$ cat src/rtl/result_tx_fsm_if.sv
// ============================================================================
//  Module      : result_tx_fsm_if
//  Description : Bundles the frame-start request, result FIFO read port,
//                UART byte-send handshake and frame status flags of
//                result_tx_fsm.
//  Revision    : 1.0 - initial release
// ============================================================================
`default_nettype none

interface result_tx_fsm_if;
    logic        start;
    logic [3:0]  N;
    logic        fifo_empty;
    logic [15:0] fifo_data;
    logic        pop;
    logic        tx_busy;
    logic        tx_send;
    logic [7:0]  tx_data;
    logic        busy;
    logic        done;
    logic        err;

    // The framer drives the strobes and status flags.
    modport master (
        input  start, N, fifo_empty, fifo_data, tx_busy,
        output pop, tx_send, tx_data, busy, done, err
    );

    // The environment supplies requests, FIFO data and UART status.
    modport slave (
        output start, N, fifo_empty, fifo_data, tx_busy,
        input  pop, tx_send, tx_data, busy, done, err
    );
endinterface

`default_nettype wire

$ cat src/rtl/result_tx_fsm.sv
// ============================================================================
//  Module      : result_tx_fsm
//  Description : Serialises a frame of 16-bit results from a FIFO into UART
//                bytes: FE, {0,N}, hi/lo per result, [checksum], EF.
//                Optional feature macro: RESULT_CHECKSUM_EN adds a CSUM byte
//                (XOR of length byte and all data bytes sent) before the tail.
//  Revision    : 1.0 - initial release
// ============================================================================
`default_nettype none

module result_tx_fsm (
    input  wire logic       clk,
    input  wire logic       rst,
    result_tx_fsm_if.master bus
);

    typedef enum logic [3:0] {
        S_IDLE    = 4'd0,
        S_HDR     = 4'd1,
        S_LEN     = 4'd2,
        S_POP     = 4'd3,
        S_WAIT    = 4'd4,
        S_SEND_HI = 4'd5,
        S_SEND_LO = 4'd6,
        S_TAIL    = 4'd7,
`ifdef RESULT_CHECKSUM_EN
        S_DONE    = 4'd8,
        S_CSUM    = 4'd9
`else
        S_DONE    = 4'd8
`endif
    } state_t;

    localparam logic [7:0] c_hdr_byte  = 8'hFE;
    localparam logic [7:0] c_tail_byte = 8'hEF;

    // State entered once the data phase ends (normally, N=0 or underflow).
`ifdef RESULT_CHECKSUM_EN
    localparam state_t c_end_state = S_CSUM;
`else
    localparam state_t c_end_state = S_TAIL;
`endif

    state_t      r_state;
    logic        r_gap;     // second cycle of a send state: strobe out, no new send
    logic [3:0]  r_limit;
    logic [4:0]  r_count;   // 5 bits so N=15 reaches its limit without wrapping
    logic [15:0] r_hold;
`ifdef RESULT_CHECKSUM_EN
    logic [7:0]  r_csum;
`endif

    logic [7:0]  w_byte;
    logic        w_is_send;

    // Byte presented by the current send state.
    always_comb begin
        w_byte    = 8'h00;
        w_is_send = 1'b1;
        case (r_state)
            S_HDR:     w_byte = c_hdr_byte;
            S_LEN:     w_byte = {4'h0, r_limit};
            S_SEND_HI: w_byte = r_hold[15:8];
            S_SEND_LO: w_byte = r_hold[7:0];
            S_TAIL:    w_byte = c_tail_byte;
`ifdef RESULT_CHECKSUM_EN
            S_CSUM:    w_byte = r_csum;
`endif
            default:   w_is_send = 1'b0;
        endcase
    end

    // Frame sequencer with registered strobes. The pop for a result is issued
    // as POP is entered, so the strobe is high during POP and the read data is
    // present during WAIT where it gets captured.
    always_ff @(posedge clk) begin
        if (rst) begin
            r_state     <= S_IDLE;
            r_gap       <= 1'b0;
            r_limit     <= 4'h0;
            r_count     <= 5'd0;
            r_hold      <= 16'h0000;
`ifdef RESULT_CHECKSUM_EN
            r_csum      <= 8'h00;
`endif
            bus.pop     <= 1'b0;
            bus.tx_send <= 1'b0;
            bus.tx_data <= 8'h00;
            bus.busy    <= 1'b0;
            bus.done    <= 1'b0;
            bus.err     <= 1'b0;
        end else begin
            bus.pop     <= 1'b0;
            bus.tx_send <= 1'b0;
            bus.done    <= 1'b0;

            if (w_is_send) begin
                if (!r_gap) begin
                    if (!bus.tx_busy) begin
                        bus.tx_send <= 1'b1;
                        bus.tx_data <= w_byte;
                        r_gap       <= 1'b1;
`ifdef RESULT_CHECKSUM_EN
                        if (r_state == S_LEN || r_state == S_SEND_HI ||
                            r_state == S_SEND_LO) begin
                            r_csum <= r_csum ^ w_byte;
                        end
`endif
                    end
                end else begin
                    r_gap <= 1'b0;
                end
            end

            case (r_state)
                S_IDLE: begin
                    if (bus.start) begin
                        r_limit  <= bus.N;
                        r_count  <= 5'd0;
                        bus.err  <= 1'b0;
                        bus.busy <= 1'b1;
`ifdef RESULT_CHECKSUM_EN
                        r_csum   <= 8'h00;
`endif
                        r_state  <= S_HDR;
                    end
                end
                S_HDR: begin
                    if (r_gap) r_state <= S_LEN;
                end
                S_LEN: begin
                    if (r_gap) begin
                        if (r_limit == 4'h0) begin
                            r_state <= c_end_state;
                        end else begin
                            bus.pop <= !bus.fifo_empty;
                            r_state <= S_POP;
                        end
                    end
                end
                S_POP: begin
                    if (bus.pop) begin
                        r_state <= S_WAIT;
                    end else begin
                        bus.err <= 1'b1;
                        r_state <= c_end_state;
                    end
                end
                S_WAIT: begin
                    r_hold  <= bus.fifo_data;
                    r_state <= S_SEND_HI;
                end
                S_SEND_HI: begin
                    if (r_gap) r_state <= S_SEND_LO;
                end
                S_SEND_LO: begin
                    if (r_gap) begin
                        r_count <= r_count + 5'd1;
                        if ((r_count + 5'd1) == {1'b0, r_limit}) begin
                            r_state <= c_end_state;
                        end else begin
                            bus.pop <= !bus.fifo_empty;
                            r_state <= S_POP;
                        end
                    end
                end
`ifdef RESULT_CHECKSUM_EN
                S_CSUM: begin
                    if (r_gap) r_state <= S_TAIL;
                end
`endif
                S_TAIL: begin
                    if (r_gap) begin
                        bus.done <= 1'b1;
                        r_state  <= S_DONE;
                    end
                end
                S_DONE: begin
                    bus.busy <= 1'b0;
                    r_state  <= S_IDLE;
                end
                default: begin
                    bus.busy <= 1'b0;
                    r_gap    <= 1'b0;
                    r_state  <= S_IDLE;
                end
            endcase
        end
    end

endmodule

`default_nettype wire

$ cat src/flat_wrapper.sv
// flat-port wrapper written by rule: the top's interface ports become plain ports
module result_tx_fsm_flat 
  (clk, rst, bus_start, bus_N, bus_fifo_empty, bus_fifo_data, bus_tx_busy, bus_pop, bus_tx_send, bus_tx_data, bus_busy, bus_done, bus_err);
  result_tx_fsm_if bus_i ();
  input  wire logic clk;
  input  wire logic rst;
  input wire logic [$bits(bus_i.start)-1:0] bus_start;
  input wire logic [$bits(bus_i.N)-1:0] bus_N;
  input wire logic [$bits(bus_i.fifo_empty)-1:0] bus_fifo_empty;
  input wire logic [$bits(bus_i.fifo_data)-1:0] bus_fifo_data;
  input wire logic [$bits(bus_i.tx_busy)-1:0] bus_tx_busy;
  output wire logic [$bits(bus_i.pop)-1:0] bus_pop;
  output wire logic [$bits(bus_i.tx_send)-1:0] bus_tx_send;
  output wire logic [$bits(bus_i.tx_data)-1:0] bus_tx_data;
  output wire logic [$bits(bus_i.busy)-1:0] bus_busy;
  output wire logic [$bits(bus_i.done)-1:0] bus_done;
  output wire logic [$bits(bus_i.err)-1:0] bus_err;
  assign bus_i.start = bus_start;
  assign bus_i.N = bus_N;
  assign bus_i.fifo_empty = bus_fifo_empty;
  assign bus_i.fifo_data = bus_fifo_data;
  assign bus_i.tx_busy = bus_tx_busy;
  assign bus_pop = bus_i.pop;
  assign bus_tx_send = bus_i.tx_send;
  assign bus_tx_data = bus_i.tx_data;
  assign bus_busy = bus_i.busy;
  assign bus_done = bus_i.done;
  assign bus_err = bus_i.err;
  result_tx_fsm u_core (.clk(clk), .rst(rst), .bus(bus_i));
endmodule
$ cat config.mk
export PLATFORM = sky130hd
export DESIGN_NAME = result_tx_fsm_flat
export DESIGN_NICKNAME = d
export VERILOG_FILES = /design/src/rtl/result_tx_fsm_if.sv /design/src/rtl/result_tx_fsm.sv /design/src/flat_wrapper.sv
export SDC_FILE = /design/constraint.sdc
export NUM_CORES = 1
export LEC_CHECK = 0
export BUFFER_PORTS_ARGS = -buffer_cell sky130_fd_sc_hd__buf_2
export CORE_AREA = 2 2 72 74
export CTS_CLUSTER_DIAMETER = 200
export DETAILED_ROUTE_END_ITERATION = 7
export DIE_AREA = 0 0 74 76
export PLACE_DENSITY = 0.71
export SYNTH_ARGS = -nofsm -noshare
export SYNTH_HDL_FRONTEND = slang
export SYNTH_SLANG_ARGS = --single-unit
$ cat constraint.sdc
create_clock -name clk -period 3.2 [get_ports clk]
set_clock_uncertainty 0.15 [all_clocks]
set_input_delay 0.32 -clock clk [delete_from_list [all_inputs] [get_ports clk]]
set_output_delay 0.32 -clock clk [all_outputs]
set_load 0.02 [all_outputs]
==> reports/results.txt <==
IO buf count -> 37
Layout cells sized above 1 -> 21.2%
Synth Cell Area -> 2130 um2
Tmin final -> 2.22 ns
Synth area leader -> dfxtp_1
Path depth of the worst reg2reg path -> 4
Simple-gate area share of the yosys netlist -> 24.5%
#FFs+latches synth -> 43
Detailed Routing Iterations Pass 1 -> 4
Final hold vios -> 0
Syn Area/Cell -> 8.71 um2
Max-slew violations -> 0
Arrival @ worst endpoint -> 2.30 ns
CP startpoint -> u_core.r_state[2]$_SDFFE_PP0P_
Post-Synth XOR/XNOR Area -> 2.46%
Nets -> 299
Fill cells -> 491
Total GRT Usage -> 17.3%
M3 GR Usage -> 4.37%
CP required -> 3.28 ns
Pin count of the biggest net entering global routing -> 41
Final Setup Violations -> 0
Die H -> 76 um
Synth unique cells -> 53
Antenna diode count -> 0
RSZ-0062 raised after global routing -> no
P&R area growth vs syn -> 11.7%
Worst skew pair latency -> 0.31 ns
Leak -> 0.898 nW
Setup_tns -> 0 ns
Worst Hold Class -> input pin to register
Post-CTS Setup Repair Bufs -> 0
Worst flop-to-flop path endpoint -> u_core.r_hold[15]$_SDFFE_PP0P_
Power Total -> 1.25 mW
Starting density of the core -> 43.4%
CTS root buffer -> clkbuf_8
Cell Rows -> 26
Peak fanout along the critical path -> 21
Worst Tran Pin Value -> 0.823 ns
Core ar. -> 4910 um2
Max Freq -> 450 MHz
Grt met1 use -> 22.9%
Met2 GRT Util -> 26.9%
Post-synthesis adder-cell area fraction -> 0.587%
Synthesized net count -> 271
Busiest layer in global routing -> met2
Die ar. -> 5620 um2
CTS tree -> built
Synth top cells by count -> dfxtp_1, nand2_1, a21oi_1
DRC -> 0
Critical Path End Type -> register
Rel. slew slack -> 44.7%
Vias in the first global route -> 1679
Routed wire length -> 4500 um
Reg-to-reg startpoint -> u_core.r_state[2]$_SDFFE_PP0P_
Sequential element share of the synthesized area -> 40.4%
I/O Pins -> 38
Final period util -> 69.4%
EDFF count, synth -> 0
Reg clk slew, reported paths -> 0.09 ns
Routability congestion estimate -> 0.803
VDD IR max -> 175 uV
First-pass GRT wire length -> 7650 um
R2r setup slk -> 0.98 ns
Sink Count -> 43
PostCTS Resize Cnt -> 0
Power Dens Cells -> 523 nW/um2
Mux share of post-synthesis cell area -> 3.75%
Via count -> 1767
Max Root-Sink Buffers -> 2
Post-Syn Instances -> 245
Status -> completed
Detail Placement HPWL -> 3110 um
Die W -> 74 um
Post-route ant nets -> 0
CTS Hold Bufs -> 0
Detailed Route Iter0 Violations -> 108
Primary FF master, synth -> dfxtp_1
Wirelength per Cell -> 13.1 um
Largest family of logic cells by synthesized area -> simple AND/OR/NAND/NOR gates
Startpoint types -> register
Remaining global-route overflow -> 0
Compound-Gate Fraction of Synth Area -> 21.3%
Clock H-tree levels -> 2
Cts bufs inserted -> 5
Share of flip-flops with an asynchronous set or reset -> 0%
Initial antenna violation count -> 0
Synth top area cells -> dfxtp_1, nand2_1, a21oi_1
Synth top area share -> 40.4%
DR vias/cell -> 5.14
Synthesis Warnings -> 0
CP Class -> register to register
CP endpoint -> u_core.r_hold[15]$_SDFFE_PP0P_
Max Cap Viol -> 0
Cell with the most instances after synthesis -> dfxtp_1
==> cell families after synthesis <==
| group | after synthesis |
|---|---|
| adder cells (fa/ha/maj) | 1 |
| AND/OR/NAND/NOR | 99 |
| flip-flops | 43 |
| buffers and inverters | 24 |
| multiplexers | 8 |
| XOR/XNOR | 6 |
| AO/OA/AOI/OAI | 64 |
==> worst min-delay path by stage <==
stage                                    from                        endpoint  slack, ns  cells past startpoint
2_1_floorplan  u_core.r_hold[12]$_SDFFE_PP0P_  u_core.r_hold[12]$_SDFFE_PP0P_       0.28                      2
3_3_place_gp   u_core.r_hold[15]$_SDFFE_PP0P_  u_core.r_hold[15]$_SDFFE_PP0P_       0.29                      2
3_5_place_dp   u_core.r_hold[10]$_SDFFE_PP0P_  u_core.r_hold[10]$_SDFFE_PP0P_       0.30                      2
4_1_cts                     bus_fifo_data[13]  u_core.r_hold[13]$_SDFFE_PP0P_       0.09                      3
5_1_grt                      bus_fifo_data[2]   u_core.r_hold[2]$_SDFFE_PP0P_       0.09                      3
6_report                    bus_fifo_data[13]  u_core.r_hold[13]$_SDFFE_PP0P_       0.09                      3
==> area by class of cell <==
type	count	area (um2)	share of cell area (%)
Clock buffer	5	68.8	2.89
Clock inverter	3	23.8	0.998
Inverter	7	26.3	1.10
Multi-Input combinational cell	178	1120	47.1
Sequential cell	43	861	36.1
Tap cell	70	87.6	3.68
Timing Repair Buffer	38	193	8.09
==> sequential cells by signal (all words and copies together) (netlist names) <==
register / count
u_core.bus.busy: 1
u_core.bus.done: 1
u_core.bus.err: 1
u_core.bus.pop: 1
u_core.bus.tx_data: 8
u_core.bus.tx_send: 1
u_core.r_count: 5
u_core.r_gap: 1
u_core.r_hold: 16
u_core.r_limit: 4
u_core.r_state: 4
==> per-stage QoR <==
stage	hold WS, ns	std cells	area (um2)	util (%)	setup WS [ns]
finish	0.0896	344	2380	48.5	0.978
global route	0.0860	344	2380	48.5	0.776
CTS	0.0871	344	2380	48.5	1.01
detailed placement	0.300	336	2290	46.6	1.02
global placement	0.293	336	2290	46.6	1.06
floorplan	0.281	245	2130	-	1.59
==> worst max-delay path, stage by stage (launching register included) <==
cell and delay [ns]:
dfxtp_1 0.78, inv_1 0.27, nor4_4 0.68, nand2_1 0.12, a21oi_1 0.15
==> per-layer routing <==
| layer | vias to the layer above | wire length [um] |
|---|---|---|
| met5 | - | 0 |
| met4 | 0 | 75 |
| met3 | 5 | 131 |
| met2 | 28 | 2100 |
| met1 | 806 | 2190 |
| li1 | 928 | - |
==> cells in the final DEF, fill, tap and decap left out, drive strengths merged, types with 2 or more instances in the layout <==
cell type,n
clkbuf,5
nand2,37
xnor2,5
o21ai,8
a32oi,2
a2bb2oi,4
nor4,2
a221oi,4
nor2b,3
nand3,9
nor2,22
a22oi,4
a211oi,7
nor3,6
a21oi,22
nand3b,5
nor4b,4
or3,4
buf,38
clkinvlp,2
mux2i,8
nand2b,3
inv,8
dfxtp,43
o21bai,2
==> power by group <==
part           internal (mW)  leakage (nW)  switching (mW)
logic                  0.108         0.507           0.139
clock network          0.156        0.0408           0.202
registers              0.579         0.350          0.0606
(Power assumes the default switching activity.)
